File: config.mk
export PLATFORM = sky130hd
export DESIGN_NAME = cc_pattern_driver
export DESIGN_NICKNAME = d
export VERILOG_FILES = /design/src/rtl/cc_pattern_driver.sv
export SDC_FILE = /design/constraint.sdc
export NUM_CORES = 1
export LEC_CHECK = 0
export BUFFER_PORTS_ARGS = -buffer_cell sky130_fd_sc_hd__buf_2
export CORE_MARGIN = 1.5
export CORE_UTILIZATION = 55
export CTS_BUF_LIST = sky130_fd_sc_hd__clkbuf_8 sky130_fd_sc_hd__clkbuf_16
export CTS_CLUSTER_DIAMETER = 150
export DETAILED_ROUTE_END_ITERATION = 10
export PLACE_DENSITY = 0.72
export SYNTH_ARGS = -nofsm -noshare
export SYNTH_HDL_FRONTEND = slang
export SYNTH_SLANG_ARGS = --single-unit
File: constraint.sdc
create_clock -name clk -period 3.53 [get_ports clk]
set_clock_uncertainty 0.15 [all_clocks]
set_input_delay 0 -clock clk [delete_from_list [all_inputs] [get_ports clk]]
set_output_delay 0 -clock clk [all_outputs]
set_load 0.01 [all_outputs]
File: src/rtl/cc_pattern_driver.sv
// Candy-board transmit driver: serialises one stored game onto in_valid_1/in_valid_2 and reports the engine's reply.
// Optional macro CC_DRV_SCORE_CHECK_EN adds an expected-score register and the score_mismatch flag.
module cc_pattern_driver #(
    parameter int BOARD_CELLS = 36,
    parameter int NUM_STRIPES = 4,
    parameter int MAX_ACTIONS = 10,
    parameter int GAP_CYCLES  = 1,
    parameter int TIMEOUT     = 1023
) (
    input  logic       clk,
    input  logic       rst,
    input  logic       cfg_we,
    input  logic [1:0] cfg_sel,
    input  logic [5:0] cfg_addr,
    input  logic [8:0] cfg_wdata,
    input  logic [3:0] act_count,
    input  logic       start,
    output logic       busy,
    output logic       done,
    output logic [6:0] score,
    output logic       timeout_err,
    output logic       score_mismatch,
    output logic       in_valid_1,
    output logic       in_valid_2,
    output logic [2:0] in_color,
    output logic       in_stripe,
    output logic [1:0] in_action,
    output logic [5:0] in_starting_pos,
    input  logic       out_valid,
    input  logic [6:0] out_score
);

    localparam int SW = (NUM_STRIPES > 1) ? $clog2(NUM_STRIPES) : 1;
    localparam int AW = (MAX_ACTIONS > 1) ? $clog2(MAX_ACTIONS) : 1;

    localparam logic [2:0] S_IDLE  = 3'd0;
    localparam logic [2:0] S_BOARD = 3'd1;
    localparam logic [2:0] S_GAP   = 3'd2;
    localparam logic [2:0] S_ACT   = 3'd3;
    localparam logic [2:0] S_WAIT  = 3'd4;
    localparam logic [2:0] S_DONE  = 3'd5;

    logic [2:0] color_q  [BOARD_CELLS];
    logic [6:0] stripe_q [NUM_STRIPES];
    logic [7:0] action_q [MAX_ACTIONS];

    logic [2:0] state_q, state_d;
    logic [9:0] cnt_q, cnt_d;
    logic [3:0] n_q, n_d;
    logic [6:0] score_q, score_d;
    logic       terr_q, terr_d;
    logic       cfg_open;
    logic [3:0] n_clamped;

    assign cfg_open  = (state_q == S_IDLE) || (state_q == S_DONE);
    assign n_clamped = (act_count == 4'd0) ? 4'd1 :
                       (act_count > 4'(MAX_ACTIONS)) ? 4'(MAX_ACTIONS) : act_count;

`ifdef CC_DRV_SCORE_CHECK_EN
    logic [6:0] exp_q;
    logic       mm_q, mm_d;
`endif

    // Configuration stores; writes only land while no game is in flight.
    always_ff @(posedge clk) begin
        if (rst) begin
            for (int i = 0; i < BOARD_CELLS; i++) color_q[i] <= '0;
            for (int i = 0; i < NUM_STRIPES; i++) stripe_q[i] <= '0;
            for (int i = 0; i < MAX_ACTIONS; i++) action_q[i] <= '0;
`ifdef CC_DRV_SCORE_CHECK_EN
            exp_q <= '0;
`endif
        end else if (cfg_we && cfg_open) begin
            case (cfg_sel)
                2'd0: if (cfg_addr < 6'(BOARD_CELLS)) color_q[cfg_addr] <= cfg_wdata[2:0];
                2'd1: if (cfg_addr < 6'(NUM_STRIPES)) stripe_q[cfg_addr[SW-1:0]] <= cfg_wdata[6:0];
                2'd2: if (cfg_addr < 6'(MAX_ACTIONS))
                          action_q[cfg_addr[AW-1:0]] <= {cfg_wdata[8:7], cfg_wdata[5:0]};
`ifdef CC_DRV_SCORE_CHECK_EN
                2'd3: exp_q <= cfg_wdata[6:0];
`endif
                default: ;
            endcase
        end
    end

    always_comb begin
        state_d = state_q;
        cnt_d   = cnt_q;
        n_d     = n_q;
        score_d = score_q;
        terr_d  = terr_q;
`ifdef CC_DRV_SCORE_CHECK_EN
        mm_d    = mm_q;
`endif
        case (state_q)
            S_IDLE: if (start) begin
                state_d = S_BOARD;
                cnt_d   = '0;
                n_d     = n_clamped;
                score_d = '0;
                terr_d  = 1'b0;
`ifdef CC_DRV_SCORE_CHECK_EN
                mm_d    = 1'b0;
`endif
            end
            S_BOARD: if (cnt_q == 10'(BOARD_CELLS - 1)) begin
                state_d = S_GAP;
                cnt_d   = '0;
            end else cnt_d = cnt_q + 10'd1;
            S_GAP: if (cnt_q == 10'(GAP_CYCLES - 1)) begin
                state_d = S_ACT;
                cnt_d   = '0;
            end else cnt_d = cnt_q + 10'd1;
            S_ACT: if (cnt_q == {6'd0, n_q} - 10'd1) begin
                state_d = S_WAIT;
                cnt_d   = '0;
            end else cnt_d = cnt_q + 10'd1;
            // A reply on the last permitted cycle still wins over the timeout.
            S_WAIT: if (out_valid) begin
                state_d = S_DONE;
                score_d = out_score;
`ifdef CC_DRV_SCORE_CHECK_EN
                mm_d    = (out_score != exp_q);
`endif
            end else if (cnt_q == 10'(TIMEOUT - 1)) begin
                state_d = S_DONE;
                score_d = '0;
                terr_d  = 1'b1;
`ifdef CC_DRV_SCORE_CHECK_EN
                mm_d    = 1'b1;
`endif
            end else cnt_d = cnt_q + 10'd1;
            S_DONE: begin
                state_d = S_IDLE;
                cnt_d   = '0;
            end
            default: state_d = S_IDLE;
        endcase
    end

    always_ff @(posedge clk) begin
        if (rst) begin
            state_q <= S_IDLE;
            cnt_q   <= '0;
            n_q     <= '0;
            score_q <= '0;
            terr_q  <= 1'b0;
`ifdef CC_DRV_SCORE_CHECK_EN
            mm_q    <= 1'b0;
`endif
        end else begin
            state_q <= state_d;
            cnt_q   <= cnt_d;
            n_q     <= n_d;
            score_q <= score_d;
            terr_q  <= terr_d;
`ifdef CC_DRV_SCORE_CHECK_EN
            mm_q    <= mm_d;
`endif
        end
    end

    // Protocol outputs decode straight from state so nothing stale leaks outside a phase.
    always_comb begin
        in_valid_1      = 1'b0;
        in_valid_2      = 1'b0;
        in_color        = '0;
        in_stripe       = 1'b0;
        in_action       = '0;
        in_starting_pos = '0;
        case (state_q)
            S_BOARD: begin
                in_valid_1 = 1'b1;
                in_color   = color_q[cnt_q[5:0]];
                if (cnt_q < 10'(NUM_STRIPES)) begin
                    in_stripe       = stripe_q[cnt_q[SW-1:0]][6];
                    in_starting_pos = stripe_q[cnt_q[SW-1:0]][5:0];
                end
            end
            S_ACT: begin
                in_valid_2      = 1'b1;
                in_action       = action_q[cnt_q[AW-1:0]][7:6];
                in_starting_pos = action_q[cnt_q[AW-1:0]][5:0];
            end
            default: ;
        endcase
    end

    assign busy        = (state_q != S_IDLE) && (state_q != S_DONE);
    assign done        = (state_q == S_DONE);
    assign score       = score_q;
    assign timeout_err = terr_q;
`ifdef CC_DRV_SCORE_CHECK_EN
    assign score_mismatch = mm_q;
`else
    assign score_mismatch = 1'b0;
`endif

endmodule

=== Word-level counts from Yosys, hierarchy flattened ===
Memory sizes are Yosys's and may differ from the RTL's. A register that Yosys moved wholly into a read port is not among the register bits.
Index checks and enable logic that the tools add are counted.

* Memories: 3
* Bits in registers: 25
* Bits of input ports: 33
* Output and inout bits: 25
* Bits in writable memories: 216
* Logic and storage cells: 116

* Order comparisons: 5
* Equality and inequality tests: 19
* Muxes and demuxes: 64
* Reductions and logical operators: 18
* Add/subtract/negate cells: 2

{| class="wikitable"
|+ Memory list
! name !! depth !! bits a word !! rd ports !! clocked after Yosys merged registers in !! wr ports !! RTL line !! RTL
|-
| color_q || 36 || 3 || 1 || 1 || 36 || 43 || <nowiki>logic [2:0] color_q [BOARD_CELLS];</nowiki>
|-
| action_q || 10 || 8 || 1 || 1 || 10 || 45 || <nowiki>logic [7:0] action_q [MAX_ACTIONS];</nowiki>
|-
| stripe_q || 4 || 7 || 1 || 1 || 4 || 44 || <nowiki>logic [6:0] stripe_q [NUM_STRIPES];</nowiki>
|}

{| class="wikitable"
|+ Operators by type and width
! operator !! number
|-
| two-way mux 10 bit || 6
|-
| case mux 10 bit (6 select lines) || 1
|-
| two-way mux 7 bit || 4
|-
| two-way mux 1 bit || 27
|-
| two-way mux 3 bit || 8
|-
| two-way mux 6 bit || 4
|-
| two-way mux 4 bit || 5
|-
| case mux 3 bit (5 select lines) || 1
|-
| inequality test 2 bit, second input constant || 7
|-
| case mux 7 bit (2 select lines) || 1
|-
| case mux 6 bit (2 select lines) || 1
|-
| adder 10 x 1 -> 10 bit, second input constant || 1
|-
| == test 10 bit || 1
|-
| == test 10 bit, second input constant || 1
|-
| == test 10 x 6 -> 1 bit, second input constant || 1
|-
| zero test 10 bit || 1
|-
| less-than comparator 10 x 3 -> 1 bit, second input constant || 1
|-
| two-way mux 2 bit || 4
|-
| two-way mux 8 bit || 1
|-
| AND reduction 4 bit || 2
|-
| OR reduction 8 bit || 1
|-
| OR reduction 7 bit || 1
|-
| == test 3 x 2 -> 1 bit, second input constant || 2
|-
| == test 3 bit, second input constant || 2
|-
| other kinds (22) || 24
|}

=== Logic depth before layout (Yosys ltp) ===
* Word-level depth: 8
* Mapped depth: 9
* Gate-level depth less buffers: 7

=== Worst setup path before layout ===
Ideal clock, no wire load.

* Path kind: register -> register
* Start: register state_q[2]
* End: memory action_q[4][0], enable pin
* Setup time: 330 ps
* Required time: 3,050 ps
* Slack: 1,163 ps
* Arrival: 1,887 ps
* Period minus slack after synthesis: 2,367 ps
* Path buffers: 2
* Cell stages (with the launch flop): 8
* Cell sequence: dfxtp_1 clkbuf_1 xnor2_2 nand3_1 nor3_2 buf_2 nand3_1 nand2_1

{| class="wikitable"
|+ RTL lines
! what !! RTL line !! RTL
|-
| from (decl) || 47 || <nowiki>logic [2:0] state_q, state_d;</nowiki>
|-
| from (signal assigned) || 153 || <nowiki>state_q <= state_d;</nowiki>
|-
| to (decl) || 45 ||
|}

==> flow_metrics.tcl <==
set metrics [dict create \
    status "finished clean" \
    drv_cap 0 \
    fin_crit_ps 3075 \
    drive_gt1_share_pct 18.58 \
    synth.yosys.seq_area_share_pct 65.58 \
    cts_buffers 40 \
    rsz0062_at_grt "false" \
    rr_startpoint "state_q[2]" \
    crit_type "flop to output pin" \
    num_vias 10250 \
    via_per_inst 5.789 \
    syn_area_um2 16880 \
    required_ps 3380 \
    layout_common_cells "edfxtp_1 (348), nor2_1 (155), conb_1 (133)" \
    synth-seq-cells 379 \
    grt_usage_pct 24.79 \
    crit_top_cell "mux4_2" \
    async_flop_share_pct 0 \
    synthFlopType "edfxtp_1" \
    io_pins 58 \
    grt_pass1_wl_mm 58.16 \
    layout_commonest_cell "edfxtp_1" \
    use_met2_pct 40.92 \
    drtPass1Iterations 5 \
    cpMaxStageDelayCell "mux4_2" \
    holdWs_ps 33.58 \
    cts_resized 0 \
    synth-edff-count 348 \
    gp_congestion 0.8434 \
    clk_pin_slew_worst_paths_ps 70 \
    synth_cell_type_count 66 \
    rows 63 \
    post-route-util_pct 65.61 \
    drt_iter0_drc 1140 \
    r2r_end "action_q[3][0]" \
    cts_tree "done" \
    p_total_mw 9.868 \
    use_met1_pct 34.89 \
    die_h_um 178.2 \
    drc 0 \
    routed_wl_mm 37.64 \
    start_util_pct 56.35 \
    clock-sinks 379 \
    grt.busiest_layer "met2" \
    critPathCaptureType "output pin" \
    hold_class "primary input to flop" \
    grt_use_met3_pct 4.135 \
    leakage_nw 7.404 \
    r2r_setup_slack_ps 700 \
    placed_cell_area_um2 18020 \
    ys_warn_count 0 \
    finalMaxSlewViolations 0 \
    post_cts_buffers 0 \
    crit_path_max_incr_delay_ps 600 \
    hold_viol_final 0 \
    dpl.hpwl_mm 24.61 \
    path_max_fanout 25 \
    vdd_drop_max_v 0.0004384 \
    critPathArrivalTime_ps 2920 \
    fin_nets 1387 \
    synthToLayoutAreaGrowth_pct 16.43 \
    slew_headroom_pct 16.29 \
    grt_overflow 0 \
    htree_levels 2 \
    fmax_ghz 0.3253 \
    crit_path_end "in_color[1]" \
    floorplan.core_area_um2 29950 \
    reg2reg_depth 7 \
    die_x_um 178.2 \
    port_buffers 56 \
    cellPowerDensity_nw_per_um2 502.1 \
    wire_per_inst_um 21.27 \
    clockRootBuffer "clkbuf_16" \
    start_kind "flop" \
    worst-slew-pin-transition_ps 1249 \
    ant_nets 0 \
    path_cells "buf_12 -> mux4_2 -> mux4_2 -> o21ai_1 -> nand2_1 -> buf_2" \
    first_global_vias 9968 \
    die-area_um2 31750 \
    setup-tns-final_ps 0 \
    cts_hold_buf 33 \
    finalInstanceArea_um2 19650 \
    clk_path_buf_depth 3 \
    finalCritPeriodShare_pct 87.10 \
    syn_inst 1143 \
    finalSetupViolCount 0 \
    clock_latency_ps 520 \
    syn_avg_cell_area_um2 14.77 \
    grt_max_degree 53 \
    antenna_found_initial 3 \
]
## metal layers
| layer | part of all wire (%) | up-vias |
|---|---|---|
| li1 | - | 4640 |
| met1 | 41 | 5183 |
| met2 | 50 | 366 |
| met3 | 7.6 | 57 |
| met4 | 1.7 | 0 |
| met5 | 0 | - |
## logic make-up (layout without fill, tap and decap cells)
| group | Yosys count | in the layout | share of synthesized area (%) |
|---|---|---|---|
| AND/OR/NAND/NOR | 464 | 464 | 13.66 |
| flip-flops | 379 | 379 | 65.58 |
| multiplexers | 106 | 106 | 13.57 |
| buffers and inverters | 103 | 206 | 2.898 |
| AO/OA/AOI/OAI | 70 | 70 | 3.084 |
| XOR/XNOR | 15 | 15 | 0.8228 |
| adder cells (fa/ha/maj) | 5 | 5 | 0.3558 |
| other | 1 | 135 | 0.02222 |
## state kept, by name, indices dropped and copies added, names as in the netlist, named ones only
register	flops
state_q	3
action_q	128
color_q	192
timeout_err	1
cnt_q	10
stripe_q	28
score	7
n_q	4
## layout make-up
type / count / area (µm²)
repair buffers: 117 / 870.8
inverters: 19 / 71.32
flip-flops and latches: 379 / 11080
clock inverters: 29 / 274.0
fillers: 2112 / 10300
diodes: 2 / 5.005
multi-input cells: 793 / 5841
well taps: 390 / 488.0
clock buffers: 41 / 1026
## critical path: cells and delay by family (launching register included)
family                 cells  cell delay (ps)
and+or+nand+nor            1              110
DFF                        1              590
buffers and inverters      2              440
AOI/OAI and AO/OA          1              130
muxes                      2             1100
## worst min-delay path by stage
stage	startpoint	endpoint	slack, ps	cells past startpoint
6_report	cfg_sel[0]	action_q[1][0]	30	4
5_1_grt	cfg_sel[0]	action_q[1][5]	50	4
4_1_cts	cfg_sel[0]	action_q[1][4]	10	4
3_5_place_dp	out_score[0]	score[0]	100	3
3_3_place_gp	out_score[2]	score[2]	80	3
2_1_floorplan	cfg_wdata[0]	color_q[36][0]	-50	0
## cells in the mapped netlist (4+ instances only)
master    instances  share of area (%)
buf_6             6               0.40
xnor2_1          12               0.62
nand2b_1          7               0.26
mux4_1            7                1.1
a22oi_1          10               0.44
inv_1             8               0.18
nor2b_1           9               0.33
nor3b_1           6               0.27
a21o_1           11               0.49
o21ai_0           6               0.18
nor2_1          155                3.4
and3_1           90                3.3
o21ai_1           4               0.12
a32o_1            7               0.42
nor3_2            4               0.24
mux2i_1           8               0.47
mux4_2           89                 12
a21oi_1           6               0.18
inv_2            10               0.22
nor3_1           10               0.30
and2_1           31                1.1
edfxtp_1        348                 62
nand3_1          15               0.44
nor4_1            8               0.30
buf_2            14               0.42
nand2_1         106                2.4
ha_1              4               0.30
buf_1             5               0.11
dfxtp_1          31                3.7
clkbuf_1         55                1.2
o22ai_1           6               0.22
## per-stage QoR
stage          cells  setup slack [ps]
2_1_floorplan   1275              1163
3_3_place_gp    1665             755.7
3_5_place_dp    1665             732.1
4_1_cts         1768             410.8
5_1_grt         1769             343.7
6_report        1770             455.5
## power breakdown
part           switching [mW]  total, mW  leakage (nW)  internal (mW)
clock                    1.64       4.17         0.662           2.53
combinational           0.319      0.546          2.94          0.227
sequential             0.0681       5.16          3.80           5.09
No activity file was read; power rests on OpenSTA's default activity.
